$ cat src/rtl/fetch_sequencer_if.sv
// ----------------------------------------------------------------------------
// fetch_sequencer_if
//
// Bundles the signals between the fetch sequencer, the core control logic,
// the power-gated instruction memory and the IF/ID pipeline register.
//
//   master modport : the fetch sequencer itself
//   slave  modport : the surrounding core / memory / IF-ID register
//
// Signals
//   fetch_en          core run request (low = stop fetching, power idle)
//   stall             downstream not ready, hold the current instruction
//   redirect_valid    branch/jump/trap redirect this cycle
//   redirect_pc       redirect target byte address
//   imem_pc           address to memory
//   imem_enable       memory read enable
//   imem_instruction  memory output (registered inside the memory)
//   if_valid          if_pc / if_instruction hold a valid instruction
//   if_pc             PC of the instruction on imem_instruction
//   if_instruction    pass-through of imem_instruction
//   fault             fetch address fault pending
//   fault_pc          offending fetch address
//   active_cycles     cycles with the memory enabled (optional counter)
//   gated_cycles      non-reset cycles with the memory gated (optional)
// ----------------------------------------------------------------------------
interface fetch_sequencer_if;
   logic        fetch_en;
   logic        stall;
   logic        redirect_valid;
   logic [31:0] redirect_pc;
   logic [31:0] imem_pc;
   logic        imem_enable;
   logic [31:0] imem_instruction;
   logic        if_valid;
   logic [31:0] if_pc;
   logic [31:0] if_instruction;
   logic        fault;
   logic [31:0] fault_pc;
   logic [31:0] active_cycles;
   logic [31:0] gated_cycles;

   modport master (
      input  fetch_en, stall, redirect_valid, redirect_pc, imem_instruction,
      output imem_pc, imem_enable, if_valid, if_pc, if_instruction,
             fault, fault_pc, active_cycles, gated_cycles
   );

   modport slave (
      output fetch_en, stall, redirect_valid, redirect_pc, imem_instruction,
      input  imem_pc, imem_enable, if_valid, if_pc, if_instruction,
             fault, fault_pc, active_cycles, gated_cycles
   );
endinterface

$ cat src/rtl/fetch_sequencer.sv
// ----------------------------------------------------------------------------
// fetch_sequencer
//
// Drives the power-gated instruction memory (registered 1-cycle read, output
// held while enable is low). Produces the fetch address and read enable,
// remembers which PC the held memory output belongs to, and handles stall,
// redirect, start/stop and address faults. The memory is only enabled in
// cycles that fetch something useful.
//
// Ports
//   clk    clock, all state updates on the rising edge
//   reset  synchronous active-high reset
//   bus    fetch_sequencer_if.master (see the interface file for signals)
//
// Parameters
//   RESET_PC   fetch address loaded on reset
//   MEM_BYTES  memory size in bytes; legal word address A has A+3 < MEM_BYTES
//   PC_STEP    sequential increment in bytes
//
// Build option
//   FETCH_ACTIVITY_COUNT_EN  when defined, active_cycles / gated_cycles are
//                            saturating activity counters; otherwise both
//                            outputs are tied to zero and no flops exist.
// ----------------------------------------------------------------------------
module fetch_sequencer #(
   parameter logic [31:0] RESET_PC  = 32'h0000_0000,
   parameter int          MEM_BYTES = 100,
   parameter int          PC_STEP   = 4
) (
   input logic                  clk,
   input logic                  reset,
   fetch_sequencer_if.master    bus
);

   localparam logic [31:0] LAST_WORD = 32'(MEM_BYTES - 4);
   localparam logic [31:0] STEP      = 32'(PC_STEP);

   typedef enum logic [1:0] {
      S_IDLE  = 2'd0,
      S_RUN   = 2'd1,
      S_FAULT = 2'd2
   } state_t;

   state_t      state;
   logic [31:0] fetch_pc;
   logic        resp_valid;
   logic [31:0] resp_pc;
   logic        fault_q;
   logic [31:0] fault_pc_q;

   logic [31:0] imem_pc_w;
   logic        want;
   logic        issue;
   logic        fault_trip;

   // Word-aligned and fully inside the memory (32-bit unsigned compare).
   function automatic logic addr_ok(input logic [31:0] a);
      return (a[1:0] == 2'b00) && (a <= LAST_WORD);
   endfunction

   function automatic logic [31:0] sat_inc(input logic [31:0] v);
      return (v == 32'hFFFF_FFFF) ? v : v + 32'd1;
   endfunction

   assign imem_pc_w = bus.redirect_valid ? bus.redirect_pc : fetch_pc;

   // Issue decision. IDLE with fetch_en high behaves like RUN so that the
   // first fetch happens in the same cycle the core starts running.
   always_comb begin
      want       = bus.fetch_en && (bus.redirect_valid || !bus.stall);
      issue      = 1'b0;
      fault_trip = 1'b0;
      case (state)
         S_IDLE, S_RUN: begin
            issue      = want && addr_ok(imem_pc_w);
            fault_trip = want && !addr_ok(imem_pc_w);
         end
         S_FAULT: begin
            issue = bus.redirect_valid && bus.fetch_en && addr_ok(bus.redirect_pc);
         end
         default: begin
            issue      = 1'b0;
            fault_trip = 1'b0;
         end
      endcase
      if (reset) begin
         issue      = 1'b0;
         fault_trip = 1'b0;
      end
   end

   // Sequencer state, response tracking and fault capture
   always_ff @(posedge clk) begin
      if (reset) begin
         state      <= S_IDLE;
         fetch_pc   <= RESET_PC;
         resp_valid <= 1'b0;
         resp_pc    <= 32'd0;
         fault_q    <= 1'b0;
         fault_pc_q <= 32'd0;
      end else begin
         // Start/stop transitions; overridden below by issue or fault.
         case (state)
            S_IDLE:  if (bus.fetch_en)  state <= S_RUN;
            S_RUN:   if (!bus.fetch_en) state <= S_IDLE;
            default: state <= state;
         endcase

         if (issue) begin
            state      <= S_RUN;
            resp_valid <= 1'b1;
            resp_pc    <= imem_pc_w;
            fetch_pc   <= imem_pc_w + STEP;
            fault_q    <= 1'b0;
         end else if (fault_trip) begin
            state      <= S_FAULT;
            resp_valid <= 1'b0;
            fault_q    <= 1'b1;
            fault_pc_q <= imem_pc_w;
            if (bus.redirect_valid) fetch_pc <= bus.redirect_pc;
         end else if (bus.redirect_valid) begin
            // Redirect that could not fetch: flush the stale instruction.
            resp_valid <= 1'b0;
            fetch_pc   <= bus.redirect_pc;
            if (state == S_FAULT && !addr_ok(bus.redirect_pc))
               fault_pc_q <= bus.redirect_pc;
         end
      end
   end

   assign bus.imem_pc        = imem_pc_w;
   assign bus.imem_enable    = issue;
   assign bus.if_valid       = resp_valid;
   assign bus.if_pc          = resp_pc;
   assign bus.if_instruction = bus.imem_instruction;
   assign bus.fault          = fault_q;
   assign bus.fault_pc       = fault_pc_q;

`ifdef FETCH_ACTIVITY_COUNT_EN
   logic [31:0] active_q;
   logic [31:0] gated_q;

   // Activity counters; reset cycles never count since issue is low in reset.
   always_ff @(posedge clk) begin
      if (reset) begin
         active_q <= 32'd0;
         gated_q  <= 32'd0;
      end else if (issue) begin
         active_q <= sat_inc(active_q);
      end else begin
         gated_q  <= sat_inc(gated_q);
      end
   end

   assign bus.active_cycles = active_q;
   assign bus.gated_cycles  = gated_q;
`else
   assign bus.active_cycles = 32'd0;
   assign bus.gated_cycles  = 32'd0;
`endif

endmodule

$ cat src/flat_wrapper.sv
// flat-port wrapper written by rule: the top's interface ports become plain ports
module fetch_sequencer_flat 
#(
   parameter logic [31:0] RESET_PC  = 32'h0000_0000,
   parameter int          MEM_BYTES = 100,
   parameter int          PC_STEP   = 4
)
  (clk, reset, bus_fetch_en, bus_stall, bus_redirect_valid, bus_redirect_pc, bus_imem_instruction, bus_imem_pc, bus_imem_enable, bus_if_valid, bus_if_pc, bus_if_instruction, bus_fault, bus_fault_pc, bus_active_cycles, bus_gated_cycles);
  fetch_sequencer_if bus_i ();
  input logic clk;
  input logic reset;
  input wire logic [$bits(bus_i.fetch_en)-1:0] bus_fetch_en;
  input wire logic [$bits(bus_i.stall)-1:0] bus_stall;
  input wire logic [$bits(bus_i.redirect_valid)-1:0] bus_redirect_valid;
  input wire logic [$bits(bus_i.redirect_pc)-1:0] bus_redirect_pc;
  input wire logic [$bits(bus_i.imem_instruction)-1:0] bus_imem_instruction;
  output wire logic [$bits(bus_i.imem_pc)-1:0] bus_imem_pc;
  output wire logic [$bits(bus_i.imem_enable)-1:0] bus_imem_enable;
  output wire logic [$bits(bus_i.if_valid)-1:0] bus_if_valid;
  output wire logic [$bits(bus_i.if_pc)-1:0] bus_if_pc;
  output wire logic [$bits(bus_i.if_instruction)-1:0] bus_if_instruction;
  output wire logic [$bits(bus_i.fault)-1:0] bus_fault;
  output wire logic [$bits(bus_i.fault_pc)-1:0] bus_fault_pc;
  output wire logic [$bits(bus_i.active_cycles)-1:0] bus_active_cycles;
  output wire logic [$bits(bus_i.gated_cycles)-1:0] bus_gated_cycles;
  assign bus_i.fetch_en = bus_fetch_en;
  assign bus_i.stall = bus_stall;
  assign bus_i.redirect_valid = bus_redirect_valid;
  assign bus_i.redirect_pc = bus_redirect_pc;
  assign bus_i.imem_instruction = bus_imem_instruction;
  assign bus_imem_pc = bus_i.imem_pc;
  assign bus_imem_enable = bus_i.imem_enable;
  assign bus_if_valid = bus_i.if_valid;
  assign bus_if_pc = bus_i.if_pc;
  assign bus_if_instruction = bus_i.if_instruction;
  assign bus_fault = bus_i.fault;
  assign bus_fault_pc = bus_i.fault_pc;
  assign bus_active_cycles = bus_i.active_cycles;
  assign bus_gated_cycles = bus_i.gated_cycles;
  fetch_sequencer #(.RESET_PC(RESET_PC), .MEM_BYTES(MEM_BYTES), .PC_STEP(PC_STEP)) u_core (.clk(clk), .reset(reset), .bus(bus_i));
endmodule
$ cat config.mk
export PLATFORM = sky130hd
export DESIGN_NAME = fetch_sequencer_flat
export DESIGN_NICKNAME = d
export VERILOG_FILES = /design/src/rtl/fetch_sequencer_if.sv /design/src/rtl/fetch_sequencer.sv /design/src/flat_wrapper.sv
export SDC_FILE = /design/constraint.sdc
export NUM_CORES = 1
export LEC_CHECK = 0
export CORE_ASPECT_RATIO = 0.6
export CORE_MARGIN = 2
export CORE_UTILIZATION = 43
export DETAILED_ROUTE_END_ITERATION = 12
export PLACE_DENSITY = 0.84
export SYNTH_ARGS = -nofsm -noshare
export SYNTH_HDL_FRONTEND = slang
export SYNTH_SLANG_ARGS = --single-unit
$ cat constraint.sdc
create_clock -name clk -period 6.4 [get_ports clk]
set_input_delay 0.96 -clock clk [delete_from_list [all_inputs] [get_ports clk]]
set_output_delay 0.96 -clock clk [all_outputs]
set_load 0.02 [all_outputs]
==> results of run 1 <==
[metrics by stage]
step | instance area (um2) | setup WS [ps] | hold slack, ps
2_1_floorplan | 5330 | 1880 | 465
3_3_place_gp | 6040 | 1600 | 460
3_5_place_dp | 6040 | 1590 | 464
4_1_cts | 6430 | 1580 | 475
5_1_grt | 6430 | 1500 | 482
6_report | 6430 | 1580 | 471
[worst min path at each step]
stage                                           from                                to  slack (ps)  depth (start not counted)
finish                 u_core.bus.fault$_SDFFE_PP0N_     u_core.bus.fault$_SDFFE_PP0N_         470                          2
global route           u_core.bus.fault$_SDFFE_PP0N_     u_core.bus.fault$_SDFFE_PP0N_         480                          2
CTS                    u_core.bus.fault$_SDFFE_PP0N_     u_core.bus.fault$_SDFFE_PP0N_         480                          2
detailed placement     u_core.bus.fault$_SDFFE_PP0N_     u_core.bus.fault$_SDFFE_PP0N_         460                          2
global placement    u_core.bus.if_valid$_SDFFE_PP0P_  u_core.bus.if_valid$_SDFFE_PP0P_         460                          2
floorplan               u_core.state[1]$_SDFFE_PP0P_      u_core.state[1]$_SDFFE_PP0P_         470                          2
[tightest hold or removal path, cell delays in order (launching register included)]
cell      delay, ps
dfxtp_1         320
inv_1            50
a211oi_1         50
[synthesized netlist by cell type, types with 2 or more instances]
master      n  area (um2)
clkbuf_1   23        86.3
a221oi_2   12         180
or4_4       2        22.5
a32o_1      2        20.0
inv_1      35         131
nor2_1     48         180
a221oi_1    5        43.8
nand3_1     6        30.0
dfxtp_1   100        2000
a311oi_1   16         140
a211oi_1   18         135
nor3b_1    28         210
mux2i_1    51         510
nor4_1     10        62.6
a21oi_1     4        20.0
buf_2      10        50.1
a22oi_1     4        30.0
nand4_1     2        12.5
mux2_2      3        33.8
nand2_1    34         128
ha_1        2        25.0
a32oi_1     2        17.5
buf_4      99         743
nand2b_1   12        75.1
nor3_1      4        20.0
[routing by layer]
layer	wire [um]	part of all wire [%]	global-route usage (%)
met5	0	0	0
met4	236	1.7	6.35
met3	1220	8.9	7.36
met2	6010	44	32.7
met1	6180	45	28.1
[cell usage in the layout, fill, tap and decap left out, types with 5 or more instances in the layout]
cell | synthesis | routed
a211oi_1 | 18 | 17
a221oi_1 | 5 | 5
a221oi_2 | 12 | 12
a311oi_1 | 16 | 16
buf_4 | 99 | 8
bufinv_16 | 0 | 5
clkbuf_16 | 0 | 9
clkdlybuf4s50_1 | 0 | 133
conb_1 | 1 | 64
dfxtp_1 | 100 | 100
inv_1 | 35 | 35
mux2i_1 | 51 | 51
nand2_1 | 34 | 34
nand2b_1 | 12 | 12
nand3_1 | 6 | 6
nor2_1 | 48 | 48
nor3b_1 | 28 | 28
nor4_1 | 10 | 10
[state kept, by name, summed over array words and instances, names as in the netlist]
signal / count
u_core.bus.fault: 1
u_core.bus.fault_pc: 32
u_core.bus.if_pc: 32
u_core.bus.if_valid: 1
u_core.fetch_pc: 32
u_core.state: 2
[power groups by stage]
stage	clock network, mW	logic, mW	registers, mW
floorplan	0	0.235	0.709
global placement	0	0.329	0.687
detailed placement	0	0.333	0.688
CTS	0.710	0.336	0.675
global route	0.737	0.360	0.678
finish	0.702	0.336	0.675
[cell families (layout without fill, tap and decap cells)]
| kind of cell | Yosys count | in the layout | share of synthesized area (%) |
|---|---|---|---|
| mux | 54 | 54 | 10.7 |
| simple gates | 152 | 152 | 15.6 |
| compound gates | 73 | 73 | 13.8 |
| flops | 100 | 100 | 39.3 |
| buf+inv | 168 | 193 | 20.1 |
| fa+ha+maj | 2 | 2 | 0.492 |
| other cells | 1 | 64 | 0.0737 |
[final cells by class]
cell class / count / area, um2
clock inverter: 7 / 163
tap: 160 / 200
timing repair buffer: 142 / 1400
clock buffer: 9 / 225
multi-input combinational: 345 / 2310
sequential: 100 / 2000
inverter: 35 / 131
fill: 1004 / 4980
==> results.ini, run 1 <==
[outcome]
status = completed

[critical_path]
worstPathRequired_ps = 5440
critical_path_depth = 7
r2r_setup_slack_ps = 3310
cp_slowest_cell = clkdlybuf4s50_1
crit_path_start_kind = primary input
crit_type = in2out
reg2regPathDepth = 7
max_stage_delay_ps = 610
cp-end-kind = primary output
crit_fanout = 5
crit_family = simple AND/OR/NAND/NOR gates
endpoint = bus_imem_enable
path_cells = clkdlybuf4s50_1, or4_4, or4b_4, a211oi_4, a32oi_1, nor2_1, clkdlybuf4s50_1
crit_top_cell = clkdlybuf4s50_1
path_buf_inv = 2
rr_startpoint = u_core.fetch_pc[12]$_SDFF_PP0_
startpoint = bus_redirect_pc[7]
worst_ep_arrival_time_ps = 3860
worstReg2RegEnd = u_core.bus.fault_pc[22]$_SDFFE_PP0P_

[pwr]
pwr-share-comb_pct = 19.6
switching_share_pct = 27.0
leakage_nw = 2.73
p_total_mw = 1.71
p_sw_mw = 0.463
ir_drop_mv = 0.207
pwr-share-clk_pct = 41.0
power.internal_mw = 1.25
p_per_area_nw_per_um2 = 266
seqPwrFrac_pct = 39.4

[clock_network]
holdBufCountCts = 0
clkSlewWorstSetupHoldPaths_ps = 70
cts_tree = done
postCtsSetupRepairBufs = 0
cts_num_sinks = 100
clock-root-buffer = clkbuf_16
clock_latency_ps = 340
cts_resized = 0
cts_max_level = 3
cts_made_buffers = 9
clock_path_buffers = 2

[routing]
avgViaCountPerCell = 5.13
drc_errors = 0
avgRoutedWirePerCell_um = 17.1
wl_mm = 13.6
first_pass_iters = 5
vias = 4092
ant_nets = 0
drt_iter0_drc = 185

[timing]
tightest_slew_ps = 1160
slew_headroom_pct = 23.0
hold_viol_final = 0
fin_setup_tns_ps = 0
max_freq_mhz = 208
skew_ps = 7.52
setup_violations = 0
period_needed_ps = 4820
layout_worst_path_cycle_share_pct = 75.3
drv_slew = 0
rsz0062_at_grt = false

[floorplanning]
die_width_um = 144
rows = 30
fp.dieH_um = 88.3
start_util_pct = 44.6
core_um2 = 11400
ios = 264
fp.dieArea_um2 = 12800

[cells_and_area]
n_antenna_cell = 0
nets = 704
drive_gt1_share_pct = 7.84
fin_util_pct = 56.4
syn_to_final_growth_pct = 26.4
final-instance-count-excl-fill = 798

[yosys]
synthCells = 550
synth_ff_type = dfxtp_1
ys_warn_count = 0
synthDistinctLibCells = 43
avgSynthCellArea_um2 = 9.25
synth_edf_count = 0
synth_area_um2 = 5090
synth-seq-cells = 100
async_reset_ff_share_pct = 0
ys_seq_area_share_pct = 39.3

[hold_path]
hp-class = reg2reg

[grt]
grt_pass1_wl_mm = 20.7
grt_max_degree = 107
overflow = 0
track_usage_pct = 21.1
antenna_found_initial = 0
grt_pass1_vias = 3903

[place]
gp_congestion = 0.845
dp_hpwl_mm = 9.73
dp_cells = 782
portBuffers = 135

[flow_run]
max-cap-violations = 0

(Power assumes the default switching activity.)
==> inputs of run 2 (changes only) <==
CORE_UTILIZATION = 36   (was 43)
PLACE_DENSITY = 0.75   (was 0.84)
clock period = 4.4 ns   (was 6.4 ns; I/O delays follow)
==> run 2 against run 1 <==
  * Setup slack worse by 1300 ps
  * Clock skew about the same
  * Clock power up 29%
  * Sequential share of layout area down 0.17 points
  * Critical path depth unchanged
  * Hold slack about the same
  * First-iteration DRC count up 28%
  * Design area up 0.54%
  * Global-route usage down 3.1 points
  * Sequential cell count unchanged
  * Combinational power up 47%
  * Largest cell class unchanged
  * Highest routed layer unchanged
==> results.ini, run 2 (same netlist as run 1, synthesis figures left out) <==
[outcome]
status = completed  ; unchanged

[pwr]
seqPwrFrac_pct = 41.2  ; was 39.4%
p_sw_mw = 0.665  ; was 0.463 mW
p_per_area_nw_per_um2 = 368  ; was 266 nW/um2
p_total_mw = 2.38  ; was 1.71 mW
leakage_nw = 2.74  ; was 2.73 nW
power.internal_mw = 1.72  ; was 1.25 mW
pwr-share-comb_pct = 20.7  ; was 19.6%
ir_drop_mv = 0.155  ; was 0.207 mV
pwr-share-clk_pct = 38.1  ; was 41.0%
switching_share_pct = 27.9  ; was 27.0%

[routing]
wl_mm = 14.0  ; was 13.6 mm
avgRoutedWirePerCell_um = 16.8  ; was 17.1 um
first_pass_iters = 5  ; unchanged
ant_nets = 0  ; unchanged
drt_iter0_drc = 236  ; was 185
vias = 4014  ; was 4092
avgViaCountPerCell = 4.81  ; was 5.13
drc_errors = 0  ; unchanged

[floorplanning]
fp.dieArea_um2 = 15100  ; was 12800 um2
start_util_pct = 37.0  ; was 44.6%
core_um2 = 13700  ; was 11400 um2
die_width_um = 158  ; was 144 um
rows = 33  ; was 30
fp.dieH_um = 96.1  ; was 88.3 um
ios = 264  ; unchanged

[critical_path]
crit_fanout = 3  ; was 5
crit_family = simple AND/OR/NAND/NOR gates  ; unchanged
crit_path_start_kind = primary input  ; unchanged
crit_type = in2out  ; unchanged
worst_ep_arrival_time_ps = 3480  ; was 3860 ps
path_cells = clkdlybuf4s50_1, or4_4, or4_4, nor3_1, a32oi_1, nor2_1, clkdlybuf4s50_1  ; was clkdlybuf4s50_1, or4_4, or4b_4, a211oi_4, a32oi_1, nor2_1, clkdlybuf4s50_1
worstPathRequired_ps = 3740  ; was 5440 ps
max_stage_delay_ps = 610  ; about the same
path_buf_inv = 2  ; unchanged
cp-end-kind = primary output  ; unchanged
cp_slowest_cell = clkdlybuf4s50_1  ; unchanged

[timing]
fin_setup_tns_ps = 0  ; unchanged
hold_viol_final = 0  ; unchanged
period_needed_ps = 4140
skew_ps = 7.94  ; was 7.52 ps
slew_headroom_pct = 54.9  ; was 23.0%
drv_slew = 0  ; unchanged
whs_ps = 471  ; about the same
tightest_slew_ps = 676  ; was 1160 ps
layout_worst_path_cycle_share_pct = 94.1
setup_violations = 0  ; unchanged
rsz0062_at_grt = false  ; unchanged
max_freq_mhz = 242

[place]
gp_congestion = 0.831  ; was 0.845
dp_hpwl_mm = 10.2  ; was 9.73 mm
portBuffers = 135  ; unchanged

[clock_network]
postCtsSetupRepairBufs = 0  ; unchanged
clock_latency_ps = 330  ; was 340 ps
cts_made_buffers = 9  ; unchanged
holdBufCountCts = 0  ; unchanged
cts_tree = done  ; unchanged
clock_path_buffers = 2  ; unchanged
cts_max_level = 3  ; unchanged
clkSlewWorstSetupHoldPaths_ps = 60  ; was 70 ps
clock-root-buffer = clkbuf_16  ; unchanged
cts_resized = 0  ; unchanged
cts_num_sinks = 100  ; unchanged

[cells_and_area]
nets = 710  ; was 704
syn_to_final_growth_pct = 27.1  ; was 26.4%
n_antenna_cell = 0  ; unchanged
mostFrequentLayoutCell = clkdlybuf4s50_1  ; unchanged
drive_gt1_share_pct = 8.41  ; was 7.84%
layout_common_cells = clkdlybuf4s50_1, dfxtp_1, conb_1  ; unchanged

[grt]
grt_max_degree = 56  ; was 107
grt_pass1_vias = 3930  ; was 3903
track_usage_pct = 18.0  ; was 21.1%
overflow = 0  ; unchanged
grt_pass1_wl_mm = 20.9  ; was 20.7 mm
antenna_found_initial = 0  ; unchanged

[hold_path]
hp-class = reg2reg  ; unchanged

[flow_run]
max-cap-violations = 0  ; unchanged

==> run 2: cell types whose count changed in the layout (fill, tap and decap cells not counted), sizes merged <==
cell	previous run	this run
clkbuf	9	10
buf	9	15
clkinvlp	1	0
bufinv	5	3
==> run 2: worst paths after layout <==
check | end | cells after the start | start | slack, ps
worst max register to register | u_core.bus.fault_pc[17]$_SDFFE_PP0P_ | 6 | u_core.fetch_pc[12]$_SDFF_PP0_ | 1710
worst max-delay path | bus_imem_enable | 7 | bus_redirect_pc[20] | 260
worst min-delay path | u_core.bus.if_pc[23]$_SDFFE_PP0N_ | 1 | u_core.bus.if_pc[23]$_SDFFE_PP0N_ | 470
worst min register to register | u_core.bus.if_pc[23]$_SDFFE_PP0N_ | 1 | u_core.bus.if_pc[23]$_SDFFE_PP0N_ | 470
==> run 2: through the flow <==
step	cell area (um2)	cells	util, %	setup WS [ps]
2_1_floorplan	5330	613	-	477
3_3_place_gp	6130	820	44.6	297
3_5_place_dp	6130	820	44.6	251
4_1_cts	6470	834	47.0	257
5_1_grt	6470	834	47.0	162
6_report	6470	834	47.0	261
==> run 2: metal layers <==
layer / vias up / wire [um] / track usage (%)
li1: 1920 / - / -
met1: 1941 / 6550 / 24.3
met2: 147 / 6350 / 28.5
met3: 6 / 992 / 5.27
met4: 0 / 87 / 4.02
met5: - / 0 / 0
==> run 2: power groups by stage <==
stage | combinational [mW] | sequential [mW] | clock, mW
3_5_place_dp | 0.490 | 1.00 | 0
3_3_place_gp | 0.482 | 1.00 | 0
5_1_grt | 0.528 | 0.987 | 0.965
2_1_floorplan | 0.342 | 1.03 | 0
6_report | 0.493 | 0.982 | 0.907
4_1_cts | 0.492 | 0.982 | 0.932
==> run 2: layout make-up <==
cell class                 count  area [um2]
sequential                   100        2000
tap                          192         240
fill                        1303        7280
inverter                      35         131
timing repair buffer         148        1440
multi-input combinational    345        2310
clock inverter                 4        98.8
clock buffer                  10         239
==> inputs of run 3 (changes only) <==
CORE_ASPECT_RATIO = default   (was 0.6)
==> run 3 against run 2 <==
  * Fmax fell by 0.99%
  * Total power fell by 6.2%
  * Sequential cell count did not move
  * Largest power group unchanged
  * Non-clock buffer count did not move
  * Sequential power barely moved
  * Die area fell by 0.21%
  * Critical endpoint unchanged
==> results.ini, run 3 (same netlist as run 1, synthesis figures left out) <==
[outcome]
status = completed  ; unchanged

[hold_path]
hp-class = reg2reg  ; unchanged

[timing]
setup_violations = 0  ; unchanged
slew_headroom_pct = 51.0  ; was 54.9%
drv_slew = 0  ; unchanged
tightest_slew_ps = 729  ; was 676 ps
hold_viol_final = 0  ; unchanged
fin_ws_ps = 220  ; was 261 ps
max_freq_mhz = 239  ; was 242 MHz
rsz0062_at_grt = false  ; unchanged
fin_setup_tns_ps = 0  ; unchanged
layout_worst_path_cycle_share_pct = 95.0  ; was 94.1%
skew_ps = 8.97  ; was 7.94 ps
period_needed_ps = 4180  ; was 4140 ps

[grt]
antenna_found_initial = 0  ; unchanged
grt_max_degree = 63  ; was 56
grt_pass1_vias = 3940  ; was 3930
overflow = 0  ; unchanged
track_usage_pct = 18.1  ; was 18.0%
grt_pass1_wl_mm = 20.9  ; about the same

[floorplanning]
die_width_um = 123  ; was 158 um
core_um2 = 13800  ; was 13700 um2
start_util_pct = 36.8  ; was 37.0%
ios = 264  ; unchanged
fp.dieH_um = 123  ; was 96.1 um
fp.dieArea_um2 = 15100  ; about the same
rows = 43  ; was 33

[critical_path]
cp_slowest_cell = clkdlybuf4s50_1  ; unchanged
path_cells = clkdlybuf4s50_1, or4_4, or4_4, nor3_1, a32oi_1, nor2_1, clkdlybuf4s50_1  ; unchanged
endpoint = bus_imem_enable  ; unchanged
max_stage_delay_ps = 650  ; was 610 ps
crit_fanout = 3  ; unchanged
r2r_setup_slack_ps = 2010  ; was 1710 ps
worst_ep_arrival_time_ps = 3520  ; was 3480 ps
worstReg2RegEnd = u_core.bus.fault_pc[20]$_SDFFE_PP0P_  ; was u_core.bus.fault_pc[17]$_SDFFE_PP0P_
crit_type = in2out  ; unchanged
worstPathRequired_ps = 3740  ; about the same
rr_startpoint = u_core.fetch_pc[2]$_SDFF_PP0_  ; was u_core.fetch_pc[12]$_SDFF_PP0_
startpoint = bus_redirect_pc[7]  ; was bus_redirect_pc[20]
crit_path_start_kind = primary input  ; unchanged
cp-end-kind = primary output  ; unchanged
reg2regPathDepth = 8  ; was 6

[clock_network]
postCtsSetupRepairBufs = 0  ; unchanged
cts_max_level = 3  ; unchanged
clock-root-buffer = clkbuf_16  ; unchanged
cts_resized = 0  ; unchanged
clkSlewWorstSetupHoldPaths_ps = 70  ; was 60 ps
clock_path_buffers = 2  ; unchanged
cts_num_sinks = 100  ; unchanged
clock_latency_ps = 350  ; was 330 ps
cts_made_buffers = 9  ; unchanged
holdBufCountCts = 0  ; unchanged
cts_tree = done  ; unchanged

[flow_run]
max-cap-violations = 0  ; unchanged

[pwr]
p_per_area_nw_per_um2 = 349  ; was 368 nW/um2
leakage_nw = 2.71  ; was 2.74 nW
ir_drop_mv = 0.148  ; was 0.155 mV

[routing]
drc_errors = 0  ; unchanged
avgRoutedWirePerCell_um = 16.7  ; was 16.8 um
ant_nets = 0  ; unchanged
wl_mm = 13.8  ; was 14.0 mm
vias = 4041  ; was 4014
first_pass_iters = 4  ; was 5
avgViaCountPerCell = 4.90  ; was 4.81
drt_iter0_drc = 216  ; was 236

[place]
pre_cts_ws_ps = 245  ; was 251 ps
dp_cells = 808  ; was 820
portBuffers = 135  ; unchanged
gp_congestion = 0.878  ; was 0.831
dp_hpwl_mm = 9.93  ; was 10.2 mm

[cells_and_area]
drive_gt1_share_pct = 8.70  ; was 8.41%
mostFrequentLayoutCell = clkdlybuf4s50_1  ; unchanged
nets = 710  ; unchanged
final-instance-count-excl-fill = 824  ; was 834
fillers = 1338  ; was 1303
fin_util_pct = 46.2  ; was 47.0%
n_antenna_cell = 0  ; unchanged
syn_to_final_growth_pct = 25.5  ; was 27.1%
layout_common_cells = clkdlybuf4s50_1, dfxtp_1, conb_1  ; unchanged

run 3: cell types whose count changed in the layout (fill, tap and decap cells not counted):
| cell | before | now |
|---|---|---|
| a211oi_2 | 0 | 1 |
| a211oi_4 | 2 | 1 |
| bufinv_16 | 3 | 0 |
| clkbuf_8 | 1 | 0 |
| clkinv_2 | 0 | 1 |
| clkinv_4 | 1 | 0 |
| clkinvlp_4 | 0 | 2 |
| inv_6 | 0 | 3 |
| inv_8 | 0 | 1 |
run 3: layout make-up:
type / instances / area, um2 / share of cell area, %
Clock buffer: 9 / 225 / 3.52
Clock inverter: 7 / 57.6 / 0.901
Inverter: 35 / 131 / 2.06
Multi-Input combinational cell: 345 / 2310 / 36.1
Sequential cell: 100 / 2000 / 31.3
Tap cell: 180 / 225 / 3.52
Timing Repair Buffer: 148 / 1440 / 22.6
run 3: worst min path at each step:
stage | cells past startpoint | slack [ps] | endpoint | startpoint
after floorplan | 2 | 470 | u_core.state[1]$_SDFFE_PP0P_ | u_core.state[1]$_SDFFE_PP0P_
after global placement | 2 | 450 | u_core.bus.fault$_SDFFE_PP0N_ | u_core.bus.fault$_SDFFE_PP0N_
after detailed placement | 2 | 460 | u_core.bus.fault$_SDFFE_PP0N_ | u_core.bus.fault$_SDFFE_PP0N_
after CTS | 2 | 470 | u_core.bus.fault$_SDFFE_PP0N_ | u_core.bus.fault$_SDFFE_PP0N_
after global routing | 2 | 480 | u_core.bus.fault$_SDFFE_PP0N_ | u_core.bus.fault$_SDFFE_PP0N_
final | 2 | 460 | u_core.bus.fault$_SDFFE_PP0N_ | u_core.bus.fault$_SDFFE_PP0N_
run 3: layer usage:
metal | vias to the layer above | GRT usage, % | routed length (um) | part of all wire (%)
li1 | 1917 | - | - | -
met1 | 1936 | 23.2 | 5970 | 43
met2 | 166 | 28.9 | 6560 | 48
met3 | 22 | 5.17 | 990 | 7.2
met4 | 0 | 6.54 | 257 | 1.9
met5 | - | 0 | 0 | 0
run 3: worst max-delay path: cells and delay by family:
kind | cells | cell delay [ps]
AO/OA/AOI/OAI | 1 | 220
AND/OR/NAND/NOR | 4 | 1530
buffers and inverters | 2 | 1110
run 3: where the power goes:
| part | internal, mW | switching, mW |
|---|---|---|
| Sequential | 0.954 | 0.0271 |
| Combinational | 0.195 | 0.292 |
| Clock | 0.393 | 0.371 |
run 3: per-stage QoR:
stage               cell area [um2]  total power, mW  hold WS (ps)
CTS                            6390             2.26           469
detailed placement             6110             1.49           457
global placement               6110             1.48           452
finish                         6390             2.23           465
global route                   6390             2.34           484
floorplan                      5330             1.37           465
